File: src/rtl/apb_pkg.sv
// Shared APB master types: FSM state and the cause of an error response.
// Both are visible on debug ports only.
package apb_pkg;

  typedef enum logic [1:0] {
    IDLE,
    SETUP,
    ACCESS,
    RESP
  } apb_state_e;

  typedef enum logic [1:0] {
    ERR_NONE,
    ERR_SLVERR,
    ERR_DECERR,
    ERR_TIMEOUT
  } apb_err_e;

  // Wait counter width; a disabled timeout still needs a legal 1-bit vector.
  function automatic int cnt_width(input int timeout);
    return (timeout > 0) ? $clog2(timeout + 1) : 1;
  endfunction

endpackage

File: src/rtl/apb_addr_decode.sv
// Maps the upper address bits to a slave index and one-hot select.
// Purely combinational so the interconnect can share it.
module apb_addr_decode #(
  parameter int ADDR_WIDTH = 8,
  parameter int SEL_BITS   = 2,
  parameter int NUM_SLV    = 4
) (
  input  logic [ADDR_WIDTH-1:0] addr,
  output logic [SEL_BITS-1:0]   idx,
  output logic [NUM_SLV-1:0]    sel,
  output logic                  out_of_range
);

  always_comb begin
    idx          = addr[ADDR_WIDTH-1 -: SEL_BITS];
    out_of_range = (32'(idx) >= NUM_SLV);
    sel          = '0;
    for (int k = 0; k < NUM_SLV; k++) begin
      sel[k] = !out_of_range && (idx == SEL_BITS'(k));
    end
  end

endmodule

File: src/rtl/apb_xfer_master.sv
// APB4 master: one valid/ready request becomes one APB transfer to the decoded
// slave, and its outcome is returned on a valid/ready response channel.
module apb_xfer_master
  import apb_pkg::*;
#(
  parameter int ADDR_WIDTH = 8,
  parameter int DATA_WIDTH = 8,
  parameter int NUM_SLV    = 4,
  parameter int SEL_BITS   = 2,
  parameter int TIMEOUT    = 16
) (
  input  logic                          PCLK_i,
  input  logic                          PRESET_i,
  input  logic                          REQ_VALID_i,
  output logic                          REQ_READY_o,
  input  logic                          REQ_WRITE_i,
  input  logic [ADDR_WIDTH-1:0]         REQ_ADDR_i,
  input  logic [DATA_WIDTH-1:0]         REQ_WDATA_i,
  input  logic [DATA_WIDTH/8-1:0]       REQ_STRB_i,
  output logic                          RSP_VALID_o,
  input  logic                          RSP_READY_i,
  output logic [DATA_WIDTH-1:0]         RSP_RDATA_o,
  output logic                          RSP_ERR_o,
  output logic [NUM_SLV-1:0]            PSEL_o,
  output logic                          PENABLE_o,
  output logic                          PWRITE_o,
  output logic [ADDR_WIDTH-1:0]         PADDR_o,
  output logic [DATA_WIDTH-1:0]         PWDATA_o,
  output logic [DATA_WIDTH/8-1:0]       PSTRB_o,
  input  logic [NUM_SLV-1:0]            PREADY_i,
  input  logic [NUM_SLV*DATA_WIDTH-1:0] PRDATA_i,
  input  logic [NUM_SLV-1:0]            PSLVERR_i,
  output apb_state_e                    dbg_state_o,
  output apb_err_e                      dbg_cause_o
);

  // Handshakes: a request transfers on a cycle where REQ_VALID_i && REQ_READY_o,
  // a response on a cycle where RSP_VALID_o && RSP_READY_i. Valid, once raised,
  // holds its payload stable until the transfer cycle.

  localparam int CW = cnt_width(TIMEOUT);
  localparam logic [CW-1:0] TO_LAST = CW'((TIMEOUT > 0) ? TIMEOUT - 1 : 0);

  apb_state_e            state_q;
  apb_err_e              cause_q;
  logic [SEL_BITS-1:0]   idx_q;
  logic [CW-1:0]         cnt_q;

  logic [SEL_BITS-1:0]   dec_idx;
  logic [NUM_SLV-1:0]    dec_sel;
  logic                  dec_oor;
  logic                  sel_ready;
  logic                  sel_slverr;
  logic [DATA_WIDTH-1:0] sel_rdata;

  apb_addr_decode #(
    .ADDR_WIDTH (ADDR_WIDTH),
    .SEL_BITS   (SEL_BITS),
    .NUM_SLV    (NUM_SLV)
  ) u_decode (
    .addr         (REQ_ADDR_i),
    .idx          (dec_idx),
    .sel          (dec_sel),
    .out_of_range (dec_oor)
  );

  // Only the captured slave's return signals are ever looked at.
  assign sel_ready   = PREADY_i[idx_q];
  assign sel_slverr  = PSLVERR_i[idx_q];
  assign sel_rdata   = PRDATA_i[int'(idx_q)*DATA_WIDTH +: DATA_WIDTH];

  assign REQ_READY_o = (state_q == IDLE);
  assign dbg_state_o = state_q;
  assign dbg_cause_o = cause_q;

  always_ff @(posedge PCLK_i or negedge PRESET_i) begin
    if (!PRESET_i) begin
      state_q     <= IDLE;
      cause_q     <= ERR_NONE;
      idx_q       <= '0;
      cnt_q       <= '0;
      RSP_VALID_o <= 1'b0;
      RSP_RDATA_o <= '0;
      RSP_ERR_o   <= 1'b0;
      PSEL_o      <= '0;
      PENABLE_o   <= 1'b0;
      PWRITE_o    <= 1'b0;
      PADDR_o     <= '0;
      PWDATA_o    <= '0;
      PSTRB_o     <= '0;
    end else begin
      case (state_q)
        IDLE: begin
          if (REQ_VALID_i) begin
            idx_q <= dec_idx;
            if (dec_oor) begin
              // No APB cycle for an unmapped slave; answer straight away.
              RSP_VALID_o <= 1'b1;
              RSP_RDATA_o <= '0;
              RSP_ERR_o   <= 1'b1;
              cause_q     <= ERR_DECERR;
              state_q     <= RESP;
            end else begin
              PWRITE_o <= REQ_WRITE_i;
              PADDR_o  <= REQ_ADDR_i;
              PWDATA_o <= REQ_WDATA_i;
              PSTRB_o  <= REQ_WRITE_i ? REQ_STRB_i : '0;
              PSEL_o   <= dec_sel;
              state_q  <= SETUP;
            end
          end
        end
        SETUP: begin
          PENABLE_o <= 1'b1;
          cnt_q     <= '0;
          state_q   <= ACCESS;
        end
        ACCESS: begin
          if (sel_ready) begin
            RSP_VALID_o <= 1'b1;
            RSP_RDATA_o <= (!PWRITE_o && !sel_slverr) ? sel_rdata : '0;
            RSP_ERR_o   <= sel_slverr;
            cause_q     <= sel_slverr ? ERR_SLVERR : ERR_NONE;
            PSEL_o      <= '0;
            PENABLE_o   <= 1'b0;
            state_q     <= RESP;
          end else if (TIMEOUT > 0 && cnt_q == TO_LAST) begin
            RSP_VALID_o <= 1'b1;
            RSP_RDATA_o <= '0;
            RSP_ERR_o   <= 1'b1;
            cause_q     <= ERR_TIMEOUT;
            PSEL_o      <= '0;
            PENABLE_o   <= 1'b0;
            state_q     <= RESP;
          end else if (cnt_q != '1) begin
            cnt_q <= cnt_q + 1'b1;
          end
        end
        RESP: begin
          if (RSP_READY_i) begin
            RSP_VALID_o <= 1'b0;
            state_q     <= IDLE;
          end
        end
        default: state_q <= IDLE;
      endcase
    end
  end

endmodule

File: config.mk
export PLATFORM = sky130hd
export DESIGN_NAME = apb_xfer_master
export DESIGN_NICKNAME = d
export VERILOG_FILES = /design/src/rtl/apb_pkg.sv /design/src/rtl/apb_addr_decode.sv /design/src/rtl/apb_xfer_master.sv
export SDC_FILE = /design/constraint.sdc
export NUM_CORES = 1
export LEC_CHECK = 0
export ABC_AREA = 1
export CORE_ASPECT_RATIO = 0.75
export CORE_MARGIN = 3
export CORE_UTILIZATION = 45
export DETAILED_ROUTE_END_ITERATION = 6
export PLACE_DENSITY = 0.82
export SLEW_MARGIN = 20
export SYNTH_ARGS = -nofsm -noshare
export SYNTH_HDL_FRONTEND = slang
export SYNTH_SLANG_ARGS = --single-unit
File: constraint.sdc
create_clock -name PCLK_i -period 4.9 [get_ports PCLK_i]
set_input_delay 0.98 -clock PCLK_i [delete_from_list [all_inputs] [get_ports PCLK_i]]
set_output_delay 0.98 -clock PCLK_i [all_outputs]
set_load 0.1 [all_outputs]
After elaboration in Yosys (flattened, before gate mapping). Cells that the tools add are included.

ROM bits: 0. Memories: 0. Flip-flop bits (word level): 44. Bits in latches: 0. Bits of input ports: 62. Bits in writable memories: 0.

Equality and inequality tests: 14. $mul: 0. Reduce and logical (&&, ||, !) cells: 16. Shift operators: 1. Bitwise operators: 0. Muxes and demuxes: 31. Magnitude comparators: 1. Div/mod/pow operators: 0. Add/sub/neg operators: 1.

Operators with widths (number): indexed part select 32 x 6 -> 8 bit (1); 2-to-1 mux 8 bit (3); 2-to-1 mux 5 bit (3); 2-to-1 mux 4 bit (3); 2-to-1 mux 1 bit (10); 2-to-1 mux 2 bit (5); inequality test 2 bit, second input constant (5); one-hot mux 5 bit (2 select lines) (1); AND reduction 3 bit (3); equality test 2 bit, second input constant (4); one-hot mux 2 bit (4 select lines) (1); one-hot mux 4 bit (2 select lines) (1); nonzero test 2 bit (4); AND reduction 2 bit (3); adder 5 x 1 -> 5 bit, second input constant (1); equality test 5 x 4 -> 1 bit, second input constant (1); inequality test 5 bit, second input constant (1); binary-select mux 1 bit (select 2 bit) (2); equality test 2 x 1 -> 1 bit, second input constant (2); zero test 2 bit (2); one-hot mux 1 bit (2 select lines) (2); AND reduction 4 bit (1); less-than comparator 2 x 3 -> 1 bit, second input constant (1); inequality test 3 bit, second input constant (1); 2 further kinds (3).

Longest topological paths before layout.
Depth after elaboration: 6. Mapped depth: 9. Depth with buffers taken out: 9.

Hierarchy. Synthesis repeated with hierarchy kept, for this count alone.

Cells, all modules: 374. Area, all modules: 2607.5 um^2.

By module, submodules not included: apb_xfer_master (cells each 363, area an instance 2555.0 um^2, seq. area each 1101.1 um^2, instances 1); apb_addr_decode (cells each 11, area an instance 52.6 um^2, seq. area each 0.0 um^2, instances 1).

Worst setup path before layout. OpenSTA, ideal clock, no wires.

Path kind: reg2out. Start: register state_q[0], in the netlist dbg_state_o[0]. End: output REQ_READY_o. Cell stages (with the launch flop): 3. Data required time: 3920 ps. Arrival: 1799 ps. Path buffers: 0. Slack: 2121 ps. Cells stage by stage: dfrtp_1 -> inv_1 -> ha_1.

Longest elaborated chain between the ends: 1.

Ends and longest elaborated chain: from (decl) (RTL line apb_xfer_master.sv:44) `apb_state_e state_q;`; from (signal assigned) (RTL line apb_xfer_master.sv:78) `state_q <= IDLE;`; from (signal assigned) (RTL line apb_xfer_master.sv:102) `state_q <= RESP;`; from (signal assigned) (RTL line apb_xfer_master.sv:109) `state_q <= SETUP;`; zero test 2 bit (RTL line apb_xfer_master.sv:72) `assign REQ_READY_o = (state_q == IDLE);`; to (decl) (RTL line apb_xfer_master.sv:15) `output logic REQ_READY_o,`.

No other way between the ends.

Worst setup path after layout.
Start: register PADDR_o[6]. End: output PADDR_o[6].

RTL lines: from (decl) (RTL line apb_xfer_master.sv:27) `output logic [ADDR_WIDTH-1:0] PADDR_o,`; from (signal assigned) (RTL line apb_xfer_master.sv:105) `PADDR_o <= REQ_ADDR_i;`.

No word-level cell between the ends.

==> results.ini <==
[layout]
drive_above_1_share_pct = 4.16
syn2layout_area_growth_pct = 50.3
fin_nets = 454
layout_commonest_cell = nand2_1
final_cell_mix = nand2_1 (134), clkdlybuf4s50_1 (98), dfrtp_1 (41), nor2_1 (20), nand3_1 (16)
final_cells = 442
insertedDiodeCount = 0

[sta]
fin_tns_setup_ns = 0
slew_headroom_pct = 31.0
worstMarginPinSlew_ns = 1.03
finalHoldViolCount = 0
rsz0062_at_grt = false
setup_viol = 0
slew_violations = 0
fin_worst_skew_ns = 0.00787
fin_crit_ns = 3.26
post-route-period-util_pct = 66.6
clock.fmax_mhz = 306

[placed_design]
port_buffers = 99
hpwl_mm = 4.42
gp_congestion = 0.843
dp.cells = 435

[critical_path]
cp-end-kind = output port
critPathTopFamily = buffers and inverters
path_max_fanout = 21
start_kind = flop
crit_arrival_ns = 2.28
max_stage_delay_ns = 1.25
cp.required_ns = 3.92
path_class = reg -> out
path_cells = clkdlybuf4s50_1
slowest_stage = clkdlybuf4s50_1
worst-path-buf-inv = 1

[synthesis]
ys_seq_area_share_pct = 47.5
netlist_instances = 290
netlist_area_mm2 = 0.00216
synth_top_area_cell = dfrtp_1
ys.warnings.count = 0
yosys.area.top_type_share_pct = 47.5
synth_cell_types = 25
synth_fp_nets = 359
avgSynthCellArea_um2 = 7.45
synth_area_leaders = dfrtp_1 (47%), nand2_1 (23%), ha_1 (4.1%), nand3_1 (3.7%), nor2_1 (3.5%)
ys_ff_latch = 41

[global_route]
grt_pass1_wl_mm = 9.84
grt_pass1_vias = 2070
grt_overflow_total = 0
grt_max_degree = 42
antenna_found_initial = 0
grtUsageTotal_pct = 22.2

[drt]
wl_per_cell_um = 13.2
firstDrtPassIters = 5
first_iter_violations = 110
vias = 2184
vias_per_cell = 4.94
remaining_drc_errors = 0
postRouteWirelength_mm = 5.84
final_antenna_net_count = 0

[floorplanning]
fp.dieArea_mm2 = 0.00568
io_pins = 100
start_util_pct = 47.5
die_w_um = 86.0
row_count = 21
coreArea_mm2 = 0.00455
die_y_um = 66.0

[clock_tree]
clock_latency_ns = 0.29
htree_num_levels = 2
cts.path.max_buffers = 2
tritoncts = built
clock-sinks = 41
post_cts.repair.setup_buffers = 0
cts_hold_buf = 0
cts.reportedPaths.clkPinSlew_ns = 0.08
ctsResizeCount = 0
cts-root-buf = clkbuf_8
cts_made_buffers = 5

[status]
status = completed

[hold_path]
hp-class = reg -> reg

[job]
drv_cap = 0

## flip-flops by register name, indices dropped and copies added (netlist names)
register,cells
PADDR_o,8
PWDATA_o,8
RSP_RDATA_o,8
cnt_q,5
PSEL_o,4
dbg_cause_o,2
dbg_state_o,2
PENABLE_o,1
PSTRB_o,1
PWRITE_o,1
RSP_VALID_o,1
## cell type report
type                       count  area (µm²)
multi-input combinational    221         996
tap                           57        71.3
clock inverter                 2        35.0
inverter                      17        63.8
timing repair buffer          99         986
fill                         391        1300
clock buffer                   5        68.8
sequential                    41        1030
## per-stage QoR
step           utilization, %  cell area, µm²  hold slack [ns]  setup slack (ns)
2_1_floorplan               -            2160            0.489              2.12
3_3_place_gp             69.1            3140            0.463              1.98
3_5_place_dp             69.1            3140            0.464              1.96
4_1_cts                  71.4            3250            0.483              1.63
5_1_grt                  71.4            3250            0.508              1.56
6_report                 71.4            3250            0.481              1.64
## worst min-delay path, cell delays in order, from the launching register on
cell	delay [ns]
dfrtp_1	0.35
nand2_1	0.05
nand2_1	0.05
## cells by family after synthesis
kind of cell	after synthesis	share of synthesized area (%)
and+or+nand+nor	180	33.6
DFF	41	47.5
AOI/OAI and AO/OA	33	8.05
buffers and inverters	28	6.43
adders and majority gates	7	4.05
xor gates and xnor gates	1	0.405
## cell usage after synthesis
cell      count
nor3b_1       1
o21ai_0      13
nand2_1     134
nor3_1        1
or2_2         1
buf_4         2
nand4_1       2
nand3_1      16
nand2_2       4
o21ai_1       6
buf_6         3
nor2_4        1
buf_2         3
inv_2         2
o211ai_1      2
nor2_1       20
buf_1         1
ha_1          7
dfrtp_1      41
a21boi_1      1
clkbuf_1      2
xor2_1        1
inv_1        15
a21oi_1      10
a31oi_1       1
## worst paths after layout
| kind | depth (start not counted) | end | from | slack, ns |
|---|---|---|---|---|
| max | 1 | PADDR_o[6] | PADDR_o[6]$_DFFE_PN0P_ | 1.64 |
| min | 2 | PADDR_o[4]$_DFFE_PN0P_ | PADDR_o[4]$_DFFE_PN0P_ | 0.48 |
| max reg2reg | 8 | RSP_RDATA_o[6]$_DFFE_PN0P_ | PADDR_o[6]$_DFFE_PN0P_ | 2.76 |
| min in group asynchronous | 1 | PADDR_o[2]$_DFFE_PN0P_ | PRESET_i | 0.80 |
| min reg2reg | 2 | PADDR_o[4]$_DFFE_PN0P_ | PADDR_o[4]$_DFFE_PN0P_ | 0.48 |
| max in group asynchronous | 1 | PSEL_o[3]$_DFFE_PN0P_ | PRESET_i | 3.54 |
## layer usage
layer	GRT usage, %	vias to the layer above	part of all wire [%]
met3	5.73	7	7.9
li1	-	1103	-
met4	6.32	0	0.86
met2	34.9	73	44
met5	0	-	0
met1	30.3	1001	47
Power is not shown: default switching activity piles up to over one toggle a cycle in this logic, so the estimate is an artifact.
